==> src/rtl/wb_pkg.sv <==
// wb_pkg: shared WISHBONE widths, arbiter state encoding and a sizing helper.
package wb_pkg;
    localparam int WB_ADR_W = 32;
    localparam int WB_DAT_W = 32;
    localparam int WB_SEL_W = 4;

    typedef enum logic {ST_IDLE = 1'b0, ST_BUSY = 1'b1} state_e;

    function automatic int clog2(input int n);
        int r;
        r = 0;
        while ((1 << r) < n) r = r + 1;
        return r;
    endfunction
endpackage

==> src/rtl/wb_slave_arbiter_rr_pick.sv <==
// rr_pick: combinational round-robin picker; lowest requester at or after last+1 wins.
module rr_pick #(
    parameter int N  = 4,
    parameter int IW = 2
) (
    input  logic [N-1:0]  req_i,
    input  logic [IW-1:0] last_i,
    output logic          valid_o,
    output logic [IW-1:0] idx_o
);
    logic [IW-1:0] c;

    // Walk offsets from farthest to nearest so the nearest requester is written last.
    always_comb begin
        valid_o = |req_i;
        idx_o = '0;
        c = '0;
        for (int i = N - 1; i >= 0; i--) begin
            c = IW'((int'(last_i) + 1 + i) % N);
            idx_o = req_i[c] ? c : idx_o;
        end
    end
endmodule

==> src/rtl/wb_slave_arbiter.sv <==
// wb_slave_arbiter: round-robin WISHBONE arbiter sharing one slave between up to
// eight masters; grant held for the whole cycle, per-access timeout turns into err.
import wb_pkg::*;

module wb_slave_arbiter #(
    parameter int NUM_MASTERS = 4,
    parameter int TIMEOUT     = 255
) (
    input  logic                            clk_i,
    input  logic                            rst_i,
    input  logic [NUM_MASTERS-1:0]          m_cyc_i,
    input  logic [NUM_MASTERS-1:0]          m_stb_i,
    input  logic [NUM_MASTERS-1:0]          m_we_i,
    input  logic [WB_ADR_W*NUM_MASTERS-1:0] m_adr_i,
    input  logic [WB_SEL_W*NUM_MASTERS-1:0] m_sel_i,
    input  logic [WB_DAT_W*NUM_MASTERS-1:0] m_dat_i,
    output logic [WB_DAT_W-1:0]             m_dat_o,
    output logic [NUM_MASTERS-1:0]          m_ack_o,
    output logic [NUM_MASTERS-1:0]          m_err_o,
    output logic                            s_cyc_o,
    output logic                            s_stb_o,
    output logic                            s_we_o,
    output logic [WB_ADR_W-1:0]             s_adr_o,
    output logic [WB_SEL_W-1:0]             s_sel_o,
    output logic [WB_DAT_W-1:0]             s_dat_o,
    input  logic [WB_DAT_W-1:0]             s_dat_i,
    input  logic                            s_ack_i
);
    localparam int IW = clog2(NUM_MASTERS);
    localparam int TW = (TIMEOUT > 0) ? clog2(TIMEOUT + 1) : 1;

    state_e        state_q, state_d;
    logic [IW-1:0] grant_q, grant_d, last_q, last_d, pick;
    logic [TW-1:0] tcnt_q, tcnt_d;
    logic          pick_vld, act, stb, hit, ack;

    logic [WB_ADR_W-1:0] adr_a [NUM_MASTERS];
    logic [WB_DAT_W-1:0] dat_a [NUM_MASTERS];
    logic [WB_SEL_W-1:0] sel_a [NUM_MASTERS];

    for (genvar g = 0; g < NUM_MASTERS; g++) begin : g_unpack
        assign adr_a[g] = m_adr_i[WB_ADR_W*g +: WB_ADR_W];
        assign dat_a[g] = m_dat_i[WB_DAT_W*g +: WB_DAT_W];
        assign sel_a[g] = m_sel_i[WB_SEL_W*g +: WB_SEL_W];
    end

    rr_pick #(.N(NUM_MASTERS), .IW(IW)) u_pick (
        .req_i  (m_cyc_i),
        .last_i (last_q),
        .valid_o(pick_vld),
        .idx_o  (pick)
    );

    // The slave side drops in the same cycle the granted master releases cyc.
    always_comb begin
        act = state_q == ST_BUSY && m_cyc_i[grant_q];
        stb = act && m_stb_i[grant_q];
        hit = TIMEOUT != 0 && stb && tcnt_q == TW'(TIMEOUT);
        ack = stb && s_ack_i;
        state_d = state_q == ST_IDLE ? (pick_vld ? ST_BUSY : ST_IDLE)
                                     : (m_cyc_i[grant_q] ? ST_BUSY : ST_IDLE);
        grant_d = (state_q == ST_IDLE && pick_vld) ? pick : grant_q;
        last_d  = (state_q == ST_IDLE && pick_vld) ? pick : last_q;
        tcnt_d  = (TIMEOUT != 0 && stb && !s_ack_i && !hit) ? tcnt_q + TW'(1) : '0;
        s_cyc_o = act;
        s_stb_o = stb && !hit;
        s_we_o  = act && m_we_i[grant_q];
        s_adr_o = act ? adr_a[grant_q] : '0;
        s_sel_o = act ? sel_a[grant_q] : '0;
        s_dat_o = act ? dat_a[grant_q] : '0;
        m_dat_o = act ? s_dat_i : '0;
        m_ack_o = NUM_MASTERS'(ack) << grant_q;
        m_err_o = NUM_MASTERS'(hit && !s_ack_i) << grant_q;
    end

    always_ff @(posedge clk_i or posedge rst_i) begin
        if (rst_i) begin
            state_q <= ST_IDLE;
            grant_q <= '0;
            last_q  <= IW'(NUM_MASTERS - 1);
            tcnt_q  <= '0;
        end else begin
            state_q <= state_d;
            grant_q <= grant_d;
            last_q  <= last_d;
            tcnt_q  <= tcnt_d;
        end
    end
endmodule

==> config.mk <==
export PLATFORM = sky130hd
export DESIGN_NAME = wb_slave_arbiter
export DESIGN_NICKNAME = d
export VERILOG_FILES = /design/src/rtl/wb_pkg.sv /design/src/rtl/wb_slave_arbiter_rr_pick.sv /design/src/rtl/wb_slave_arbiter.sv
export SDC_FILE = /design/constraint.sdc
export NUM_CORES = 1
export LEC_CHECK = 0
export ABC_CLOCK_PERIOD_IN_PS = 3100
export CAP_MARGIN = 40
export CORE_AREA = 2 2 168 170
export DETAILED_ROUTE_END_ITERATION = 7
export DIE_AREA = 0 0 170 172
export PLACE_DENSITY = 0.45
export SYNTH_ARGS = -nofsm -noshare
export SYNTH_HDL_FRONTEND = slang
export SYNTH_SLANG_ARGS = --single-unit
==> constraint.sdc <==
create_clock -name clk_i -period 3.1 [get_ports clk_i]
set_clock_uncertainty 0.1 [all_clocks]
set_input_delay 0.62 -clock clk_i [delete_from_list [all_inputs] [get_ports clk_i]]
set_output_delay 0.62 -clock clk_i [all_outputs]
set_load 0.05 [all_outputs]
### Yosys cells after proc, flatten, opt, wreduce, memory -nomap -nowiden

Cells that the tools add are included.

* add/subtract/negate cells: 5
* equality and inequality tests: 1
* order comparisons: 6
* multiplexer cells: 35
* shifts and indexed selects: 2
* bitwise operators: 2
* reductions and logical operators: 13

Operators by type and width (number)
* $mux W32: 7
* $bmux W32 S2: 2
* $lt A2 B3 Y1 const B: 5
* $bmux W1 S2: 7
* $mux W4: 3
* $logic_and A1 B1 Y1: 10
* $mux W1: 10
* $add A8 B1 Y8 const B: 1
* $bmux W4 S2: 1
* $eq A8 B8 Y1 const B: 1
* $mux W2: 4
* $mux W8: 1
* $shl A1 B2 Y4: 2
* $add A2 B1 Y2 const B: 2
* $add A2 B2 Y2 const B: 2
* $reduce_or A4 Y1: 1
* $ge A3 B3 Y1 const B: 1
* $not A2 Y3: 1
* $logic_not A1 Y1: 2
* $not A1 Y1: 1

* logic and storage cells: 68
* output and inout bits: 111
* flip-flop bits (word level): 13
* bits of input ports: 319

### Depth between registers and ports, before layout

* depth in word-level cells: 8
* depth in mapped cells: 6

### Cells and area by module

From an unflattened synthesis, not the netlist that was laid out.

* cell total of the unflattened synthesis: 290
* area total of the unflattened synthesis: 3195.6 um^2

By module, submodules not included
* wb_slave_arbiter: cells an instance 276, area each 3109.2 um^2, times used 1, seq. area each 327.8 um^2
* rr_pick: cells an instance 14, area each 86.3 um^2, times used 1, seq. area each 0.0 um^2

### Worst setup path before layout

Ideal clock, no wire load.

* path type: input port to output port
* from: input port m_cyc_i[1]
* to: output port m_ack_o[0]
* stages on the path: 5
* required time: 2380 ps
* path buffers: 0
* arrival: 3098 ps
* setup slack: -718 ps
* cell sequence: mux4_2 nand2_2 inv_1 nand2_1 nor4b_1

* word-level cells in the longest chain between the ends: 6

Ends and longest elaborated chain
* from (decl): line wb_slave_arbiter.sv:11 `input logic [NUM_MASTERS-1:0] m_cyc_i,`
* $bmux W1 S2: line wb_slave_arbiter.sv:56 `act = state_q == ST_BUSY && m_cyc_i[grant_q];`
* $mux W1 (implied by the code): line wb_slave_arbiter.sv:56
* $logic_and A1 B1 Y1: line wb_slave_arbiter.sv:56
* named net s_cyc_o: line wb_slave_arbiter.sv:20 `output logic s_cyc_o,`
* $logic_and A1 B1 Y1: line wb_slave_arbiter.sv:57 `stb = act && m_stb_i[grant_q];`
* $logic_and A1 B1 Y1: line wb_slave_arbiter.sv:59 `ack = stb && s_ack_i;`
* $shl A1 B2 Y4: line wb_slave_arbiter.sv:72 `m_ack_o = NUM_MASTERS'(ack) << grant_q;`
* to (decl): line wb_slave_arbiter.sv:18 `output logic [NUM_MASTERS-1:0] m_ack_o,`

The timed path passes the listed nets, and every way through them passes these cells. The select of a mux whose other input is x is not followed.

### Final worst setup path

* from: register grant_q[0]
* to: output port m_err_o[1]

* word-level cells in the longest chain between the ends: 7

Ends and longest elaborated chain
* from (decl): line wb_slave_arbiter.sv:33 `logic [IW-1:0] grant_q, grant_d, last_q, last_d, pick;`
* from (signal assigned): line wb_slave_arbiter.sv:84 `grant_q <= grant_d;`
* $bmux W1 S2: line wb_slave_arbiter.sv:56
* $mux W1 (implied by the code): line wb_slave_arbiter.sv:56
* $logic_and A1 B1 Y1: line wb_slave_arbiter.sv:56
* $logic_and A1 B1 Y1: line wb_slave_arbiter.sv:57
* $logic_and A1 B1 Y1: line wb_slave_arbiter.sv:58 `hit = TIMEOUT != 0 && stb && tcnt_q == TW'(TIMEOUT);`
* $logic_and A1 B1 Y1: line wb_slave_arbiter.sv:73 `m_err_o = NUM_MASTERS'(hit && !s_ack_i) << grant_q;`
* $shl A1 B2 Y4 *: line wb_slave_arbiter.sv:73
* to (decl): line wb_slave_arbiter.sv:19 `output logic [NUM_MASTERS-1:0] m_err_o,`

Every way passes the cells marked *; elsewhere a longest branch is shown, timed or not. The select of a mux whose other input is x is not followed.

==> run summary <==
The initial antenna violation count is 6. The number of nets with antenna violations after routing came out at 0. The final sum of negative setup slack came out at 0 ns. The data arrival time of the critical path came out at ~2.3 ns. The average wire per cell in the routed design came out at ~20 microns. The analysis attributes to cell leakage a power of 3.36 nW. The relative max-transition margin came out at 0.653. The number of buffers inserted for hold repair after clock tree synthesis came out at 0. The worst register-to-register path ends at tcnt_q[5]$_DFF_PP0_.

For this run, design rule violations remaining after detail routing come to 0. The final-report setup violation count came out at 0. The initial core utilization is 0.114. The largest fanout on the critical path came out at 4.

The number of setup buffers added after CTS is 0. STA classifies the critical path startpoint as a flip-flop. The number of global-route vias before repair came to about 4600. The total cell area at the placement stage came out at between 7000 and 8000 sq um. The commonest cells after synthesis are sky130_fd_sc_hd__and3_1 (102), sky130_fd_sc_hd__mux4_2 (70), sky130_fd_sc_hd__clkbuf_1 (30). For the worst-skew pair, the clock arrives at the later sink with an insertion delay of 0.24 ns. The sequential share of the synthesized area is 0.104. The iteration count of the initial detailed-routing pass is 4. After technology mapping, the gate count stands at slightly below 300.

The post-layout minimum cycle time is 3.00 ns. Setup slack on the worst reg-to-reg path comes out at approximately 0.9 ns. The max-slew violation total from the final report came out at 0. Power spread over the standard cell area amounts to about 840 nW/um^2. The global router's overall resource usage came out at 0.134.

The fraction of final layout cells sized beyond drive strength 1 came out at 0.306. The die extent in y came out at between 150 and 200 microns. The routability congestion estimate from global placement came out at about 0.77. The source of the worst hold timing path is tcnt_q[0]$_DFF_PP0_. The CTS buffer count is 3. The core region is around 27000 sq um. The distinct cell type count after synthesis is 34. The largest total area in the synthesized netlist belongs to sky130_fd_sc_hd__mux4_2. Entering global routing, the biggest net connects 56 pins.

The maximum vdd ir drop came out at about 0.0004 V. Of the post-synthesis cell area, the dominant cell type holds 0.502. The floorplan step defined a die boundary enclosing slightly below 30000 sq um. The startpoint of the most critical register-to-register path is grant_q[0]$_DFFE_PP0P_.

The root buffer cell is sky130_fd_sc_hd__clkbuf_16. Compared with the post-synthesis result, the final layout area differs by 152%. The number of storage elements in the synthesis netlist is 13. Setup repair after global routing left no endpoint under its margin. The post-DP HPWL is 17.9 mm.

Max-cap violations in this run came to 0. The run finished with clean final reports. The number of cells on the worst hold path came out at 1.

The critical path is of the reg2out type. The finished layout cell area came out at approximately 7900 sq um. For this run, the top clock speed supported by timing is between 300 and 400 MHz.

The deepest clock path buffer count is 2. The number of clock sinks came out at 13. After floorplanning, the core was divided into a little over 60 placement rows. The actual transition at the worst max-transition pin is 0.520 ns. The critical path required time is between 2 and 2.5 ns. By area the synthesized netlist is led by sky130_fd_sc_hd__mux4_2 (50%), sky130_fd_sc_hd__and3_1 (20%), sky130_fd_sc_hd__dfrtp_1 (8.8%). The violation count after the first detailed-routing iteration came out at about 140. The total via count in the routed design is between 4000 and 5000. The count of flip-flops with a built-in enable after synthesis came out at 0.

In the synthesized netlist the dominant register cell turns out to be sky130_fd_sc_hd__dfrtp_1. The net total in the final layout came out at around 1000. The I/O pin total came out at between 400 and 500. The total count of hold-check failures in the final report came out at 0. The number of levels the H-tree was split into came out at 1. The total wire length after detailed routing came out at 21.5 mm.

Counting the fill cells in the layout gives about 3000. STA classifies the critical path endpoint as an output port. The total overflow left after global routing is 0. The net count of the mapped netlist is approximately 600. After synthesis, the mean cell area works out to 10.7 sq um. Using the TritonRoute via totals, the vias-per-cell ratio works out to between 4 and 5. Yosys instantiated no cell more often than sky130_fd_sc_hd__and3_1. The synthesized netlist occupies a cell area of approximately 3100 sq um. After synthesis, the share of flip-flops with an asynchronous set or reset is 1.00. For hold timing, the worst endpoint is tcnt_q[0]$_DFF_PP0_. The depth of the worst register-to-register path came out at 5. The post-route clock period utilization is 0.968.

The global-route wire length before repair came out at around 30 mm. TritonCTS built the clock tree. In this run the worst hold path is classified as reg2reg. In this run the horizontal extent of the chip is about 170 microns. Clock-pin slew was measured on the worst setup and hold paths at around 0.040 ns. During synthesis, Yosys emitted a total of 0 warnings. The number of buffer cells added on primary ports came out at 429.
## kinds of logic after synthesis
kind of cell,after synthesis,share of synthesized area
buffers and inverters,45,0.0585
DFF,13,0.104
AOI/OAI and AO/OA,12,0.0279
and+or+nand+nor,145,0.277
adders and majority gates,1,0.00398
xor gates and xnor gates,6,0.0167
muxes,73,0.512
## layout by cell type, fill, tap and decap left out, drive strengths merged
cell           synthesis  final
a211oi                 2      2
a21boi                 1      1
a21o                   3      3
a21oi                  1      1
a311o                  1      1
a31oi                  1      1
and3                 102    102
and4b                  2      2
buf                   11    129
clkbuf                30      4
clkdlybuf4s50          0    310
dfrtp                 11     11
dfstp                  2      2
diode                  0      6
dlygate4sd2            0      8
ha                     1      1
inv                    4      4
mux2                   1      1
mux2i                  2      2
mux4                  70     70
nand2                 10     10
nand2b                 3      3
nand3                  4      4
nor2                  14     14
nor3                   4      4
nor3b                  2      2
nor4                   1      1
nor4b                  1      1
o21ai                  2      2
o221a                  1      1
or4                    1      1
or4b                   1      1
xnor2                  4      4
xor2                   2      2
## power by group
| group | internal, mW | total, mW | switching, mW |
|---|---|---|---|
| sequential | 0.232 | 0.342 | 0.110 |
| combinational | 2.48 | 6.08 | 3.60 |
| clock | 0.173 | 0.244 | 0.0708 |
## critical path, stage by stage, from the launching register on
cell,delay (ns)
sky130_fd_sc_hd__dfrtp_4,0.52
sky130_fd_sc_hd__mux4_4,0.46
sky130_fd_sc_hd__nand2_2,0.07
sky130_fd_sc_hd__or4b_4,0.56
sky130_fd_sc_hd__nor3b_4,0.26
sky130_fd_sc_hd__buf_12,0.17
## metal layers
layer  share of wire  wire length [microns]  GRT usage  vias to the layer above
met1            0.41                   8720      0.173                     2136
met3           0.088                   1890     0.0304                        8
met5         0.00037                      8          0                        -
li1                -                      -          -                     2027
met2            0.50                  10700      0.229                      229
met4          0.0070                    150     0.0275                        2
## metrics by stage
stage                     setup WS [ns]  utilization  instances  power [mW]  hold WS (ns)
after CTS                        0.0467        0.288       1051        6.76         0.402
after global placement           -0.139        0.285       1047        6.50         0.387
after detailed placement         -0.154        0.285       1047        6.47         0.395
after floorplan                 -0.0429            -        295        4.28         0.353
after global routing             0.0108        0.289       1056        7.03         0.445
final                            0.0986        0.289       1057        6.67         0.392
## flip-flops by register name, summed over array words and instances, names as in the netlist
register	flops
tcnt_q	8
state_q	1
grant_q	2
last_q	2
## timing repair
item | 4_1_cts | 5_1_grt
pin swaps | 3 | 0
gates resized for setup | 13 | 1
setup endpoints to repair | 107 | 4
## how the worst max path moves through the flow
stage / start / endpoint / cells after the start
finish: grant_q[0]$_DFFE_PP0P_ / m_err_o[1] / 5
global route: grant_q[0]$_DFFE_PP0P_ / m_err_o[1] / 5
floorplan: m_cyc_i[1] / m_ack_o[0] / 5
CTS: tcnt_q[0]$_DFF_PP0_ / m_err_o[1] / 6
detailed placement: m_cyc_i[1] / m_err_o[2] / 6
global placement: m_cyc_i[1] / m_err_o[2] / 6
## cell type report
class,count,area [sq um],share of cell area
diodes,6,15.0,0.00189
multi-input cells,237,2670,0.336
clock buffers,4,78.8,0.00994
repair buffers,447,4390,0.553
well taps,346,433,0.0546
inverters,4,15.0,0.00189
flip-flops and latches,13,339,0.0427
Power figures use the tool's default switching activity.
